==> src/rtl/instruction_fetch_unit.sv <==
`default_nettype none
// ============================================================================
// Module      : instruction_fetch_unit
// Description : RV32i instruction fetch front end. Holds the fetch PC, issues
//               in-order word reads to instruction memory and buffers the
//               returned words, tagged with their PCs, in a small FIFO that
//               feeds the decoder. A taken branch/jump (pc_SEL) reloads the
//               PC, flushes the buffer and discards every read still in
//               flight.
// Revision    : 1.0 - initial release
// ----------------------------------------------------------------------------
// Parameters
//   RESET_PC         fetch PC loaded on reset
//   FIFO_DEPTH       buffer entries (power of 2, >= 2); also the maximum
//                    number of imem reads in flight
// Ports
//   clk              in   1   clock, all state on rising edge
//   reset            in   1   synchronous, active-high
//   imem_req_valid   out  1   read request valid
//   imem_req_ready   in   1   imem accepts request
//   imem_req_addr    out  32  word address of request (bits[1:0] = 00)
//   imem_resp_valid  in   1   read data valid (in order)
//   imem_resp_data   in   32  read data
//   pc_SEL           in   1   redirect: take redirect_target this cycle
//   redirect_target  in   32  new PC
//   inst             out  32  instruction at buffer head; NOP when empty
//   inst_pc          out  32  PC of inst; 0 when empty
//   inst_valid       out  1   buffer non-empty
//   inst_ready       in   1   decoder consumes head
//   misaligned_err   out  1   one-cycle pulse after a misaligned redirect
// ============================================================================
module instruction_fetch_unit #(
    parameter logic [31:0] RESET_PC   = 32'h0000_0000,
    parameter int          FIFO_DEPTH = 2
) (
    input  logic        clk,
    input  logic        reset,
    output logic        imem_req_valid,
    input  logic        imem_req_ready,
    output logic [31:0] imem_req_addr,
    input  logic        imem_resp_valid,
    input  logic [31:0] imem_resp_data,
    input  logic        pc_SEL,
    input  logic [31:0] redirect_target,
    output logic [31:0] inst,
    output logic [31:0] inst_pc,
    output logic        inst_valid,
    input  logic        inst_ready,
    output logic        misaligned_err
);

    localparam int          PTR_W     = $clog2(FIFO_DEPTH);
    localparam int          CNT_W     = PTR_W + 1;
    localparam logic [CNT_W:0] c_depth = (CNT_W + 1)'(FIFO_DEPTH);
    localparam logic [31:0] c_nop     = 32'h0000_0013;

    // ------------------------------------------------------------------
    // State
    // ------------------------------------------------------------------
    logic [31:0]      fetch_pc_q,    fetch_pc_d;
    logic [31:0]      resp_pc_q,     resp_pc_d;
    logic [CNT_W-1:0] outstanding_q, outstanding_d;
    logic [CNT_W-1:0] drop_q,        drop_d;
    logic [CNT_W-1:0] count_q,       count_d;
    logic [PTR_W-1:0] rd_ptr_q,      rd_ptr_d;
    logic [PTR_W-1:0] wr_ptr_q,      wr_ptr_d;
    logic             mis_q,         mis_d;

    logic [31:0]      data_q [FIFO_DEPTH];
    logic [31:0]      pc_q   [FIFO_DEPTH];

    // ------------------------------------------------------------------
    // Handshakes
    // ------------------------------------------------------------------
    logic [CNT_W:0] w_credit_used;
    logic           w_req_fire;
    logic           w_resp_fire;
    logic           w_drop_any;
    logic           w_push;
    logic           w_pop;

    // Buffer slots are reserved at request time: a read is only issued when
    // every in-flight read plus every buffered word still fits, so a response
    // always finds a free slot and needs no backpressure.
    assign w_credit_used  = {1'b0, outstanding_q} + {1'b0, count_q};
    assign imem_req_valid = !reset && !pc_SEL && (w_credit_used < c_depth);
    assign imem_req_addr  = fetch_pc_q;

    assign w_req_fire  = imem_req_valid && imem_req_ready;
    assign w_resp_fire = imem_resp_valid && !reset;
    assign w_drop_any  = (drop_q != '0);
    // A response landing in a redirect cycle belongs to the old stream.
    assign w_push      = w_resp_fire && !w_drop_any && !pc_SEL;

    assign inst_valid  = !reset && (count_q != '0);
    assign w_pop       = inst_valid && inst_ready && !pc_SEL;

    assign inst           = inst_valid ? data_q[rd_ptr_q] : c_nop;
    assign inst_pc        = inst_valid ? pc_q[rd_ptr_q]   : 32'h0000_0000;
    assign misaligned_err = mis_q;

    // ------------------------------------------------------------------
    // Next-state logic
    // ------------------------------------------------------------------
    always_comb begin
        fetch_pc_d    = fetch_pc_q;
        resp_pc_d     = resp_pc_q;
        outstanding_d = outstanding_q + CNT_W'(w_req_fire) - CNT_W'(w_resp_fire);
        drop_d        = drop_q;
        count_d       = count_q;
        rd_ptr_d      = rd_ptr_q;
        wr_ptr_d      = wr_ptr_q;
        mis_d         = 1'b0;

        if (pc_SEL) begin
            fetch_pc_d = {redirect_target[31:2], 2'b00};
            resp_pc_d  = {redirect_target[31:2], 2'b00};
            count_d    = '0;
            rd_ptr_d   = '0;
            wr_ptr_d   = '0;
            // Nothing is issued this cycle, so every read still in flight
            // after this cycle's response belongs to the abandoned stream.
            if (outstanding_q == '0) begin
                drop_d = '0;
            end else begin
                drop_d = outstanding_q - CNT_W'(w_resp_fire);
            end
            mis_d = |redirect_target[1:0];
        end else begin
            if (w_req_fire) begin
                fetch_pc_d = fetch_pc_q + 32'd4;
            end
            if (w_resp_fire && w_drop_any) begin
                drop_d = drop_q - CNT_W'(1);
            end
            if (w_push) begin
                wr_ptr_d  = wr_ptr_q + PTR_W'(1);
                resp_pc_d = resp_pc_q + 32'd4;
            end
            if (w_pop) begin
                rd_ptr_d = rd_ptr_q + PTR_W'(1);
            end
            count_d = count_q + CNT_W'(w_push) - CNT_W'(w_pop);
        end
    end

    // ------------------------------------------------------------------
    // Registers
    // ------------------------------------------------------------------
    always_ff @(posedge clk) begin
        if (reset) begin
            fetch_pc_q    <= RESET_PC;
            resp_pc_q     <= RESET_PC;
            outstanding_q <= '0;
            drop_q        <= '0;
            count_q       <= '0;
            rd_ptr_q      <= '0;
            wr_ptr_q      <= '0;
            mis_q         <= 1'b0;
        end else begin
            fetch_pc_q    <= fetch_pc_d;
            resp_pc_q     <= resp_pc_d;
            outstanding_q <= outstanding_d;
            drop_q        <= drop_d;
            count_q       <= count_d;
            rd_ptr_q      <= rd_ptr_d;
            wr_ptr_q      <= wr_ptr_d;
            mis_q         <= mis_d;
        end
    end

    // Buffer storage carries no reset; count_q alone defines what is valid.
    always_ff @(posedge clk) begin
        if (w_push) begin
            data_q[wr_ptr_q] <= imem_resp_data;
            pc_q[wr_ptr_q]   <= resp_pc_q;
        end
    end

endmodule
`default_nettype wire
==> config.mk <==
export PLATFORM = sky130hd
export DESIGN_NAME = instruction_fetch_unit
export DESIGN_NICKNAME = d
export VERILOG_FILES = /design/src/rtl/instruction_fetch_unit.sv
export SDC_FILE = /design/constraint.sdc
export NUM_CORES = 1
export LEC_CHECK = 0
export ABC_AREA = 1
export BUFFER_PORTS_ARGS = -buffer_cell sky130_fd_sc_hd__buf_4
export CAP_MARGIN = 20
export CORE_MARGIN = 2
export CORE_UTILIZATION = 61
export DETAILED_ROUTE_END_ITERATION = 12
export PLACE_DENSITY_LB_ADDON = 0.2
export SLEW_MARGIN = 25
export SYNTH_ARGS = -nofsm -noshare
export SYNTH_HDL_FRONTEND = slang
export SYNTH_SLANG_ARGS = --single-unit
==> constraint.sdc <==
create_clock -name clk -period 9.39 [get_ports clk]
set_clock_uncertainty 0.2 [all_clocks]
set_input_delay 0 -clock clk [delete_from_list [all_inputs] [get_ports clk]]
set_output_delay 0 -clock clk [all_outputs]
set_load 0.01 [all_outputs]
Yosys cells after proc, flatten, opt, wreduce, memory -nomap -nowiden
Memories as Yosys holds them, arrays and structs flattened. A register that Yosys moved wholly into a read port is not among the register bits.
Cells that the tools add are included.
{"block": "op_classes", "order_cmp": 1, "n_reduce_logical": 22, "add_sub_neg": 11, "muxes": 15, "n_bitwise": 1}
{"cell": "$mux W32", "n": 6}
{"cell": "$add A32 B3 Y32 const B", "n": 2}
{"cell": "$logic_and A1 B1 Y1", "n": 10}
{"cell": "$reduce_bool A2 Y1", "n": 5}
{"cell": "$mux W1", "n": 6}
{"cell": "$mux W2", "n": 3}
{"cell": "$reduce_or A2 Y1", "n": 3}
{"cell": "$sub A2 B1 Y2", "n": 3}
{"cell": "$add A2 B1 Y2", "n": 2}
{"cell": "$add A2 B2 Y3", "n": 1}
{"cell": "$logic_not A1 Y1", "n": 3}
{"cell": "$lt A3 B2 Y1 const B", "n": 1}
{"cell": "$add A1 B1 Y1 const B", "n": 2}
{"cell": "$logic_not A2 Y1", "n": 1}
{"cell": "$sub A2 B1 Y2 const B", "n": 1}
{"cell": "$not A1 Y1", "n": 1}
{"block": "totals", "out_inout_bits": 99, "elab_cells": 62, "ram_bits": 128, "regBits": 73, "inputBits": 70, "n_memories": 2}
{"name": "data_q", "words": 2, "word_bits": 32, "rd": 1, "rd_ports_with_merged_regs": 1, "wr": 1, "line_no": "69", "rtl": "logic [31:0] data_q [FIFO_DEPTH];"}
{"name": "pc_q", "words": 2, "word_bits": 32, "rd": 1, "rd_ports_with_merged_regs": 1, "wr": 1, "line_no": "70", "rtl": "logic [31:0] pc_q [FIFO_DEPTH];"}

Logic depth before layout (Yosys ltp)
{"block": "logic_depth", "ltp_word": 6, "depth_mapped": 13, "depth_no_buf": 13}

Worst setup path before layout
Ideal clock, no wire load.
{"block": "synth_timing", "kind": "register to register", "from": "reg drop_q[0]", "to": "mem data_q[0][0], enable pin", "path_stages_with_launch": 7, "required_ns": 8.707, "path_buffers": 0, "setup_time_ns": 0.483, "t_arrival_ns": 3.536, "period_less_slack_ns": 4.220, "path_slack_ns": 5.170, "cell_sequence": "dfxtp_1 -> inv_1 -> ha_1 -> nand3_4 -> nor2_8 -> inv_2 -> nor2_1"}
{"block": "synth_via", "elab_chain_len": 6}
{"element": "from (decl)", "line_no": "63", "rtl": "logic [CNT_W-1:0] drop_q, drop_d;"}
{"element": "from (signal assigned)", "line_no": "164", "rtl": "drop_q <= drop_d;"}
{"element": "$reduce_bool A2 Y1", "line_no": "91", "rtl": "assign w_drop_any = (drop_q != '0);"}
{"element": "$logic_not A1 Y1", "line_no": "93", "rtl": "assign w_push = w_resp_fire && !w_drop_any && !pc_SEL;"}
{"element": "$logic_and A1 B1 Y1 (2 in series)", "line_no": "93"}
{"element": "$mux W1", "line_no": "174", "rtl": "if (w_push) begin"}
{"element": "$mux W1 (not written as such)", "line_no": "175", "rtl": "data_q[wr_ptr_q] <= imem_resp_data;"}
{"element": "to (decl)", "line_no": "69"}
Every way passes these cells.

Worst setup path after layout
{"block": "layout_timing", "from": "in reset", "to": "mem data_q[0][4], enable pin"}
{"block": "layout_via", "elab_chain_len": 6}
{"element": "from (decl)", "line_no": "37", "rtl": "input logic reset,"}
{"element": "$logic_not A1 Y1", "line_no": "90", "rtl": "assign w_resp_fire = imem_resp_valid && !reset;"}
{"element": "$logic_and A1 B1 Y1", "line_no": "90"}
{"element": "$logic_and A1 B1 Y1 (2 in series)", "line_no": "93"}
{"element": "$mux W1", "line_no": "174"}
{"element": "$mux W1 (not written as such)", "line_no": "175"}
Every way passes these cells.

==> summary.txt <==
Worst setup path
  – Largest fanout on the critical path: 55
  – Endpoint arrival time on the critical path: 2.95 ns
  – Type of element capturing the critical path: flop
  – Startpoint-to-endpoint class of the critical path: in -> reg
  – Worst setup SP type: primary input
  – Critical path required time: 9.26 ns
  – Worst Reg2Reg Path Length in Cells: 7

Detailed routing
  – Final wirelength: 25.0 mm
  – Routed length per placed instance: 16.0 µm
  – Via-per-instance ratio: 5.33
  – Count of vias placed by the detailed router: 8,358
  – Remaining DRCs: 0
  – Drt first pass iters: 5
  – Count of routing violations after the opening detailed-route iteration: 698
  – Antenna Violating Nets Remaining: 0

Floorplanning
  – Chip Height: 130 µm
  – I/O pin total: 169
  – Site Rows: 46
  – Area enclosed by the die boundary: 16,900 µm²
  – Placeable Area: 15,700 µm²
  – Initial Utilization: 61.6%
  – Horizontal die dimension: 130 µm

Yosys
  – Multiplexer share of the synthesized area: 6.86%
  – Xor and xnor fraction of the mapped netlist area: 1.09%
  – Number of storage elements in the synthesis netlist: 194
  – Sequential area share after synthesis: 52.9%
  – Simple-gate area share of the yosys netlist: 22.1%
  – Yosys warning total: 0
  – Cell accounting for the most synthesized area: edfxtp_1
  – Avg Synthesized Cell Area: 8.73 µm²
  – Combinational family with the most area after synthesis: simple AND/OR/NAND/NOR gates
  – Post-synthesis cell count: 1,109
  – Area contributors post-synth: edfxtp_1, dfxtp_1, nand2_1, mux2_2, inv_1
  – Post-Synth Adder-Cell Area: 1.24%
  – Area share of the largest cell type after synthesis: 38.5%
  – Netlist Area Pre-Place: 9680 µm²
  – Distinct cells, synth: 42
  – Fraction of the mapped netlist area in compound gates: 7.30%

Cells and area
  – Fraction of layout instances using a drive strength above 1: 21.3%
  – Layout filler cell count: 1,036
  – Most common cell after layout, fill and taps aside: nand2_1
  – Synth-to-Final Area Change: 28.2%
  – Net total in the final layout: 1,417
  – Antenna cell count: 0
  – Leading cell types in the layout, fill and taps excluded: nand2_1, buf_4, inv_1

Clocking
  – Buffers from clock root to sink, at most: 2
  – Clock slew at reported path FFs: 0.07 ns
  – TritonCTS Sinks: 194
  – Clock latency at the later pin of the worst-skew pair: 0.43 ns
  – Post-CTS resize count: 0
  – Number of levels the H-tree was split into: 4
  – TritonCTS clock tree: done
  – Clock buffer count from CTS: 17
  – Clock root buffer master: clkbuf_16

STA
  – Setup Viol. Count Final: 0
  – Worst-margin pin slew: 0.826 ns
  – Post-route worst hold slack: 0.0968 ns
  – Post-route clock period utilization: 32.8%
  – Final Max Tran Viols: 0
  – Setup_tns: 0 ns
  – Time the final worst path needs with I/O delays and setup: 3.08 ns
  – Rel. slew slack: 44.9%
  – RSZ-0062 raised after global routing: no
  – Highest clock frequency the design can meet: 325 MHz
  – Count of final hold-check violations: 0

Worst hold path
  – Number of cells on the worst hold path: 2
  – Type of the most critical hold path: in -> reg

Placement
  – Final RePlAce weighted congestion: 0.945
  – Hpwl dp: 15.7 mm
  – Input/output buffers: 164

GRT
  – Pin count of the biggest net entering global routing: 66
  – Total track usage: 29.7%
  – Initial antenna violation count: 0
  – First-pass GRT wire length: 38.7 mm
  – Vias in the first global route: 7,841
  – GRT Residual Overflow: 0

Power and ir drop
  – Areal power density over the cells: 153 nW/µm²
  – IR Drop Worst-Case VDD: 0.000114 V
  – Leakage component of the power: 5.35 nW

Status
  – Run status: finished, final reports clean

Run
  – Maxcap violations: 0
worst max-delay path, stage by stage:
cell and delay, ns:
dlygate4sd3_1 0.54, buf_4 0.33, inv_2 0.32, nand3_4 0.18, nor2_8 0.28, inv_2 0.16
nor2_4 0.48, buf_4 0.59
metrics by stage:
step / cell area, µm² / util [%] / cells / worst slack, ns / power, W
2_1_floorplan: 9690 / - / 1112 / 5.17 / 0.00107
3_3_place_gp: 11000 / 70.3 / 1459 / 6.48 / 0.00113
3_5_place_dp: 11000 / 70.3 / 1459 / 6.47 / 0.00114
4_1_cts: 12400 / 79.0 / 1567 / 6.34 / 0.00190
5_1_grt: 12400 / 79.0 / 1567 / 6.10 / 0.00196
6_report: 12400 / 79.0 / 1567 / 6.31 / 0.00190
cell families (layout without fill, tap and decap cells):
family                   count (synthesis)  count (layout)
multiplexers                            59              59
AND/OR/NAND/NOR                        505             505
flip-flops                             194             194
adder cells (fa/ha/maj)                  9               9
buffers and inverters                  199             438
AO/OA/AOI/OAI                          130             130
other                                    1               4
XOR/XNOR                                12              12
what timing repair did:
action / 4_1_cts / 5_1_grt
endpoints found under the hold margin: 132 / 0
buffers inserted: 0 / 0
hold buffers: 76 / 0
per-layer routing:
layer	vias up	global-route usage, %	wire length [µm]
met5	-	0	0
met4	0	11.6	637
met3	48	4.92	1770
met2	363	51.1	12500
met1	3884	37.9	10100
li1	4063	-	-
cell type report:
type	count	area [µm²]	area share (%)
Sequential cell	194	5130	41.3
Multi-Input combinational cell	719	3780	30.4
Timing Repair Buffer	244	2020	16.3
Inverter	162	611	4.92
Clock buffer	18	429	3.46
Tap cell	216	270	2.18
Clock inverter	14	180	1.45
power by group:
part	total (W)	internal [W]	switching, W
Sequential	0.000968	0.000936	0.0000317
Clock	0.000750	0.000424	0.000326
Combinational	0.000183	0.0000879	0.0000953
synth_stat cells, drive strengths merged:
cell type and n:
xnor2 5, nand3b 3, o21bai 1, xor2 7, nor2 116, nor3 4
inv 162, conb 1, a31oi 17, ha 8, buf 28, dfxtp 70
nand3 64, o21ai 47, and2 3, o21a 2, nand2 306, o211ai 6
or2 3, clkbuf 9, o22ai 1, o31ai 2, nand4 4, a21oi 53
edfxtp 124, nor3b 2, a21boi 1, fa 1, mux2 59
worst paths after layout:
kind	from	endpoint	slack [ns]
hold reg to reg	rd_ptr_q	flop	0.29
setup / recovery	reset	data_q[0][4]	6.31
setup reg to reg	drop_q[0]	data_q[0][4]	6.49
hold / removal	imem_resp_data[17]	data_q[0][17]	0.1
sequential cells by signal, indices dropped and copies added, names as in the netlist, named ones only:
signal / flops
data_q: 64
rd_ptr_q: 1
count_q: 2
outstanding_q: 2
wr_ptr_q: 1
resp_pc_q: 30
drop_q: 2
pc_q: 60
misaligned_err: 1
imem_req_addr: 30
No activity file was read; power rests on OpenSTA's default activity.
